--- src/rtl/muldiv_unit.sv ---
// muldiv_unit: RV32M execute-stage multiply/divide unit.
// Multiplies take 2 cycles. Divides use a radix-2 restoring divider that
// resolves one quotient bit per edge, starting on the accept edge, so a
// normal divide completes XLEN edges after accept. Divide-by-zero, signed
// overflow and non-M codes finish on the accept edge itself.

package riscv_defines;
   typedef enum logic [4:0] {
      ALU_ADD    = 5'd0,
      ALU_SUB    = 5'd1,
      ALU_AND    = 5'd2,
      ALU_OR     = 5'd3,
      ALU_XOR    = 5'd4,
      ALU_SLT    = 5'd5,
      ALU_SLL    = 5'd6,
      ALU_SRL    = 5'd7,
      ALU_MUL    = 5'd8,
      ALU_MULH   = 5'd9,
      ALU_MULHSU = 5'd10,
      ALU_MULHU  = 5'd11,
      ALU_DIV    = 5'd12,
      ALU_DIVU   = 5'd13,
      ALU_REM    = 5'd14,
      ALU_REMU   = 5'd15,
      ALU_SRA    = 5'd16,
      ALU_SLTU   = 5'd17
   } alucontrol_t;
endpackage

module muldiv_unit
   import riscv_defines::*;
#(
   parameter int XLEN = 32
) (
   input  logic            clk,
   input  logic            reset,
   input  logic            in_valid,
   output logic            in_ready,
   input  logic [4:0]      alucontrol,
   input  logic [XLEN-1:0] src_a,
   input  logic [XLEN-1:0] src_b,
   input  logic            flush,
   output logic            out_valid,
   input  logic            out_ready,
   output logic [XLEN-1:0] result,
   output logic            busy
);

   localparam int CW = $clog2(XLEN);

   typedef enum logic [1:0] {S_IDLE, S_MUL, S_DIV, S_DONE} state_t;

   state_t            state_q, state_d;
   logic              in_ready_q, in_ready_d;
   logic              out_valid_q, out_valid_d;
   logic              busy_q, busy_d;
   logic [XLEN-1:0]   result_q, result_d;
   logic [CW-1:0]     cnt_q, cnt_d;
   logic [XLEN-1:0]   a_q, a_d;
   logic [XLEN-1:0]   b_q, b_d;
   alucontrol_t       op_q, op_d;
   logic [XLEN-1:0]   rem_q, rem_d;
   logic [XLEN-1:0]   quo_q, quo_d;

   // One restoring step: shift the next dividend bit into the partial
   // remainder, subtract the divisor if it fits, shift the quotient bit in.
   function automatic logic [2*XLEN-1:0] div_step(input logic [XLEN-1:0] rem,
                                                  input logic [XLEN-1:0] quo,
                                                  input logic [XLEN-1:0] dvs);
      logic [XLEN:0] shifted;
      logic [XLEN:0] trial;
      shifted = {rem, quo[XLEN-1]};
      trial   = shifted - {1'b0, dvs};
      if (!trial[XLEN]) return {trial[XLEN-1:0], quo[XLEN-2:0], 1'b1};
      else              return {shifted[XLEN-1:0], quo[XLEN-2:0], 1'b0};
   endfunction

   // Decode of the incoming request: class, operand magnitudes, special cases.
   alucontrol_t     op_in;
   logic            is_mul_in, is_div_in, sgn_in, div0_in, ovf_in;
   logic [XLEN-1:0] a_mag_in, b_mag_in, special_res;
   logic [2*XLEN-1:0] step_in;
   always_comb begin
      op_in     = alucontrol_t'(alucontrol);
      is_mul_in = (op_in == ALU_MUL) || (op_in == ALU_MULH) ||
                  (op_in == ALU_MULHSU) || (op_in == ALU_MULHU);
      is_div_in = (op_in == ALU_DIV) || (op_in == ALU_DIVU) ||
                  (op_in == ALU_REM) || (op_in == ALU_REMU);
      sgn_in    = (op_in == ALU_DIV) || (op_in == ALU_REM);
      a_mag_in  = (sgn_in && src_a[XLEN-1]) ? -src_a : src_a;
      b_mag_in  = (sgn_in && src_b[XLEN-1]) ? -src_b : src_b;
      div0_in   = (src_b == '0);
      ovf_in    = sgn_in && (src_a == {1'b1, {(XLEN-1){1'b0}}}) && (src_b == '1);
      special_res = '0;
      if (is_div_in && div0_in)
         special_res = ((op_in == ALU_DIV) || (op_in == ALU_DIVU)) ? '1 : src_a;
      else if (is_div_in && ovf_in)
         special_res = (op_in == ALU_DIV) ? src_a : '0;
      step_in = div_step('0, a_mag_in, b_mag_in);
   end

   // Multiply datapath on registered operands: sign-extend per opcode, take one product.
   logic              a_sx, b_sx;
   logic [2*XLEN+1:0] a_w, b_w, prod;
   logic [XLEN-1:0]   mul_res;
   always_comb begin
      a_sx    = ((op_q == ALU_MUL) || (op_q == ALU_MULH) || (op_q == ALU_MULHSU)) && a_q[XLEN-1];
      b_sx    = ((op_q == ALU_MUL) || (op_q == ALU_MULH)) && b_q[XLEN-1];
      a_w     = {{(XLEN+2){a_sx}}, a_q};
      b_w     = {{(XLEN+2){b_sx}}, b_q};
      prod    = a_w * b_w;
      mul_res = (op_q == ALU_MUL) ? prod[XLEN-1:0] : prod[2*XLEN-1:XLEN];
   end

   // Divide iteration on registered state, with final sign correction.
   logic              sgn_q, a_neg_q, b_neg_q;
   logic [XLEN-1:0]   dvs_mag, quo_fix, rem_fix, div_res;
   logic [2*XLEN-1:0] step_it;
   always_comb begin
      sgn_q   = (op_q == ALU_DIV) || (op_q == ALU_REM);
      a_neg_q = sgn_q && a_q[XLEN-1];
      b_neg_q = sgn_q && b_q[XLEN-1];
      dvs_mag = b_neg_q ? -b_q : b_q;
      step_it = div_step(rem_q, quo_q, dvs_mag);
      quo_fix = (a_neg_q ^ b_neg_q) ? -step_it[XLEN-1:0] : step_it[XLEN-1:0];
      rem_fix = a_neg_q ? -step_it[2*XLEN-1:XLEN] : step_it[2*XLEN-1:XLEN];
      div_res = ((op_q == ALU_DIV) || (op_q == ALU_DIVU)) ? quo_fix : rem_fix;
   end

   // Next-state logic: FSM transitions, operand capture, result write, flush override.
   always_comb begin
      state_d  = state_q;
      result_d = result_q;
      cnt_d    = cnt_q;
      a_d      = a_q;
      b_d      = b_q;
      op_d     = op_q;
      rem_d    = rem_q;
      quo_d    = quo_q;
      case (state_q)
         S_IDLE: begin
            if (in_valid && in_ready_q && !flush) begin
               a_d   = src_a;
               b_d   = src_b;
               op_d  = op_in;
               cnt_d = '0;
               if (is_mul_in) begin
                  state_d = S_MUL;
               end else if (is_div_in && !div0_in && !ovf_in) begin
                  state_d = S_DIV;
                  rem_d   = step_in[2*XLEN-1:XLEN];
                  quo_d   = step_in[XLEN-1:0];
                  cnt_d   = CW'(1);
               end else begin
                  state_d  = S_DONE;
                  result_d = special_res;
               end
            end
         end
         S_MUL: begin
            state_d  = S_DONE;
            result_d = mul_res;
         end
         S_DIV: begin
            rem_d = step_it[2*XLEN-1:XLEN];
            quo_d = step_it[XLEN-1:0];
            if (cnt_q == CW'(XLEN-1)) begin
               state_d  = S_DONE;
               cnt_d    = '0;
               result_d = div_res;
            end else begin
               cnt_d = cnt_q + CW'(1);
            end
         end
         S_DONE: begin
            if (out_ready) state_d = S_IDLE;
         end
         default: state_d = S_IDLE;
      endcase
      if (flush) begin
         state_d  = S_IDLE;
         cnt_d    = '0;
         result_d = result_q;
      end
      in_ready_d  = (state_d == S_IDLE);
      out_valid_d = (state_d == S_DONE);
      busy_d      = (state_d != S_IDLE);
   end

   // State and registered outputs.
   always_ff @(posedge clk or posedge reset) begin
      if (reset) begin
         state_q     <= S_IDLE;
         in_ready_q  <= 1'b1;
         out_valid_q <= 1'b0;
         busy_q      <= 1'b0;
         result_q    <= '0;
         cnt_q       <= '0;
         a_q         <= '0;
         b_q         <= '0;
         op_q        <= ALU_ADD;
         rem_q       <= '0;
         quo_q       <= '0;
      end else begin
         state_q     <= state_d;
         in_ready_q  <= in_ready_d;
         out_valid_q <= out_valid_d;
         busy_q      <= busy_d;
         result_q    <= result_d;
         cnt_q       <= cnt_d;
         a_q         <= a_d;
         b_q         <= b_d;
         op_q        <= op_d;
         rem_q       <= rem_d;
         quo_q       <= quo_d;
      end
   end

   assign in_ready  = in_ready_q;
   assign out_valid = out_valid_q;
   assign busy      = busy_q;
   assign result    = result_q;

endmodule

--- config.mk ---
export PLATFORM = sky130hd
export DESIGN_NAME = muldiv_unit
export DESIGN_NICKNAME = d
export VERILOG_FILES = /design/src/rtl/muldiv_unit.sv
export SDC_FILE = /design/constraint.sdc
export NUM_CORES = 2
export LEC_CHECK = 0
export CAP_MARGIN = 20
export CORE_MARGIN = 5
export CORE_UTILIZATION = 45
export CTS_BUF_LIST = sky130_fd_sc_hd__clkbuf_2
export CTS_CLUSTER_DIAMETER = 150
export DETAILED_ROUTE_END_ITERATION = 8
export HOLD_SLACK_MARGIN = 0.06
export MAX_ROUTING_LAYER = met4
export PLACE_DENSITY = 0.63
export SYNTH_ARGS = -nofsm -noshare
export SYNTH_HDL_FRONTEND = slang
export SYNTH_SLANG_ARGS = --single-unit
--- constraint.sdc ---
create_clock -name clk -period 8.3 [get_ports clk]
set_input_delay 1.245 -clock clk [delete_from_list [all_inputs] [get_ports clk]]
set_output_delay 1.245 -clock clk [all_outputs]
set_load 0.02 [all_outputs]
==> impl_metrics.json <==
{
  "r2r-start": "op_q[2]",
  "yosysTopAreaCell": "fa_1",
  "drcViolationCount": 0,
  "critPathLaunchType": "flop",
  "overflow": 0,
  "tns_ps": -53.9,
  "synth_nets": 7522,
  "cap_violations": 0,
  "insertion_delay_ps": 1150,
  "outcome": "finished with violations",
  "synth_top_cell_area_share_pct": 42.9,
  "grt_pass1_vias": 45900,
  "violations": "setup timing",
  "rsz0062_at_grt": "true",
  "die_area_um2": 124000,
  "crit_start": "op_q[2]",
  "instances_no_fill": 7948,
  "multi_input_area_um2": 43300,
  "fin_skew_ps": 87.2,
  "wirelength_mm": 187,
  "routed_via_density": 5.57,
  "die_w_um": 352,
  "grt_max_degree": 72,
  "yosys-top-cells-area": "fa_1, inv_1, dfrtp_1, nand2_1, ha_1",
  "synth_cells": 6063,
  "avgSynthCellArea_um2": 8.66,
  "ys.flop_type": "dfrtp_1",
  "slew_violations": 0,
  "synth_enable_flop_cells": 0,
  "ios": 109,
  "crit_slowest_cell": "fa_2",
  "cts_sinks": 175,
  "cts_tree": "done",
  "dp_hpwl_mm": 157,
  "tightest_slew_ps": 1060,
  "fp.coreArea_um2": 116000,
  "nets": 7858,
  "clock.fmax_mhz": 120,
  "hold_viol_final": 0,
  "crit_path_frequent_cell": "fa_1",
  "rows": 125,
  "ys_ff_latch": 175,
  "crit_path_end_kind": "flop",
  "drt-wirelength-per-cell_um": 23.6,
  "worst_hold_path_type": "in2async",
  "yosysUniqueCellTypes": 96,
  "clock_path_buffers": 2,
  "drive_gt1_share_pct": 13.8,
  "setup_ws_ps": -53.9,
  "track_usage_pct": 31.7,
  "drt_iter0_drc": 3751,
  "area_growth_pct": 15.1,
  "arrival_ps": 9410,
  "seq_area_um2": 4390,
  "postSynth.asyncResetShare_pct": 100,
  "worst_ep_required_time_ps": 9360,
  "portBuffers": 108,
  "grt_pass1_wl_mm": 287,
  "slew_headroom_pct": 29.1,
  "critPathTopFamily": "adder cells",
  "antenna_found_initial": 14,
  "layout_min_cycle_time_ps": 8350,
  "place_congestion": 1.06,
  "holdBufCountCts": 0,
  "start_util_pct": 45.3,
  "fillers": 10900,
  "via_count": 44300,
  "path_clk_slew_ps": 390,
  "place_inst": 7861,
  "critPathKind": "reg2reg",
  "root_buffer": "clkbuf_2",
  "cp.buffers_inverters": 11,
  "dr.pass1.iters": 6,
  "crit_path_max_incr_delay_ps": 650,
  "syn_area_um2": 52500,
  "setup_viol_count_final": 1,
  "crit_fanout": 11,
  "die_h_um": 352,
  "cts_inserted_buffers": 17,
  "detail-route-antenna-nets": 0,
  "synth_warnings": 0,
  "ctsHtreeMaxLevel": 4,
  "ys_seq_area_share_pct": 8.34,
  "period_share_pct": 101
}
kinds of logic (layout without fill, tap and decap cells):
logic type / count (synthesis) / after routing / share of synthesized area (%)
and+or+nand+nor: 1879 / 1879 / 16.6
buffers and inverters: 1552 / 1900 / 11.1
adders and majority gates: 1385 / 1385 / 49.1
AOI/OAI and AO/OA: 774 / 775 / 9.44
xor gates and xnor gates: 200 / 200 / 3.33
DFF: 175 / 175 / 8.34
muxes: 98 / 98 / 2.04
other: 0 / 12 / 0
cell usage in the layout, fill, tap and decap left out, types with 21 or more instances in the layout:
cell type           n
inv_1            1180
fa_1             1099
nand2_1           981
buf_4             466
and2_1            326
ha_1              235
nor2_1            217
o21ai_0           200
a21oi_1           175
dfrtp_1           169
xnor2_1           115
clkdlybuf4s50_1   108
xor2_1             79
mux2_2             70
nor3_1             64
buf_12             59
nand3_1            41
o31ai_1            38
a31oi_1            37
a21o_1             36
nor4_1             29
or3_1              29
mux2i_1            27
fa_2               27
o21ai_1            26
o21a_1             24
inv_2              24
nand4_1            22
or2_2              21
nand2b_1           21
ha_4               21
routing by layer:
metal / share of wire (%) / vias to the layer above / GRT usage, %
li1: - / 19300 / -
met4: 5.7 / 0 / 14.2
met2: 45 / 1849 / 48.4
met3: 8.1 / 397 / 5.75
met1: 41 / 22700 / 41.5
met5: 0 / - / -
synth_stat cells (9+ instances only):
library cell / count
o221ai_1: 10
o21a_1: 24
inv_1: 1209
dfrtp_1: 174
nand3_1: 42
mux2i_1: 27
nor4_1: 30
nand2_1: 992
and2_1: 329
a211o_1: 11
buf_1: 45
nor2b_1: 14
xnor2_1: 119
o41ai_1: 10
a311oi_1: 9
xor2_1: 81
a211oi_1: 20
and3_1: 17
ha_1: 259
a21oi_1: 191
a31oi_1: 42
nand4_1: 22
a2111oi_0: 12
clkbuf_1: 286
o211ai_1: 20
o21ai_1: 10
or2_2: 22
o21bai_1: 11
or4_1: 12
o21ai_0: 222
nand2b_1: 21
nor2_1: 224
o31ai_1: 38
nor3_1: 71
or3_1: 31
and4_1: 13
mux2_2: 70
a221oi_1: 9
fa_1: 1126
o22ai_1: 10
a21o_1: 36
flip-flops by register name, indices dropped and copies added (netlist names):
name	cells
a_q	32
b_q	32
busy	1
cnt_q	5
in_ready	1
op_q	5
out_valid	1
quo_q	32
rem_q	32
result	32
state_q	2
metrics by stage:
step	worst slack, ps	instance area (µm²)	utilization [%]	hold slack, ps
after floorplan	-64.3	52700	-	443
after global placement	-441	58900	50.8	467
after detailed placement	-362	58900	50.8	479
after CTS	-12.3	59400	51.2	395
after global routing	-272	60500	52.1	417
final	-53.9	60500	52.1	478
path summary, 6_finish.rpt:
check	endpoint	cells past startpoint	slack, ps
max	result[30]	30	-50
min	state_q[1]	2	480
max reg2reg	result[30]	30	-50
min reg2reg	cnt_q[3]	1	510
max in group asynchronous	b_q[7]	3	6270
min in group clk	cnt_q[3]	1	510
cell type report:
cell class                      instances  share of cell area [%]
Tap cell                             1524                    3.15
Inverter                             1211                    7.55
Sequential cell                       175                    7.25
Timing Repair Buffer                  657                    10.0
Clock buffer                           17                   0.141
Clock inverter                         15                   0.319
Multi-Input combinational cell       4337                    71.5
Antenna cell                           12                  0.0497
what timing repair did:
action	CTS	global route
buffers inserted	7	34
gates cloned	0	2
gates resized for setup	50	180
pin swaps	40	123
setup endpoints to repair	21	32
Power is left out: the tool's default activity adds up to more than one toggle a clock period on the data nets, which glitch-free logic cannot reach.
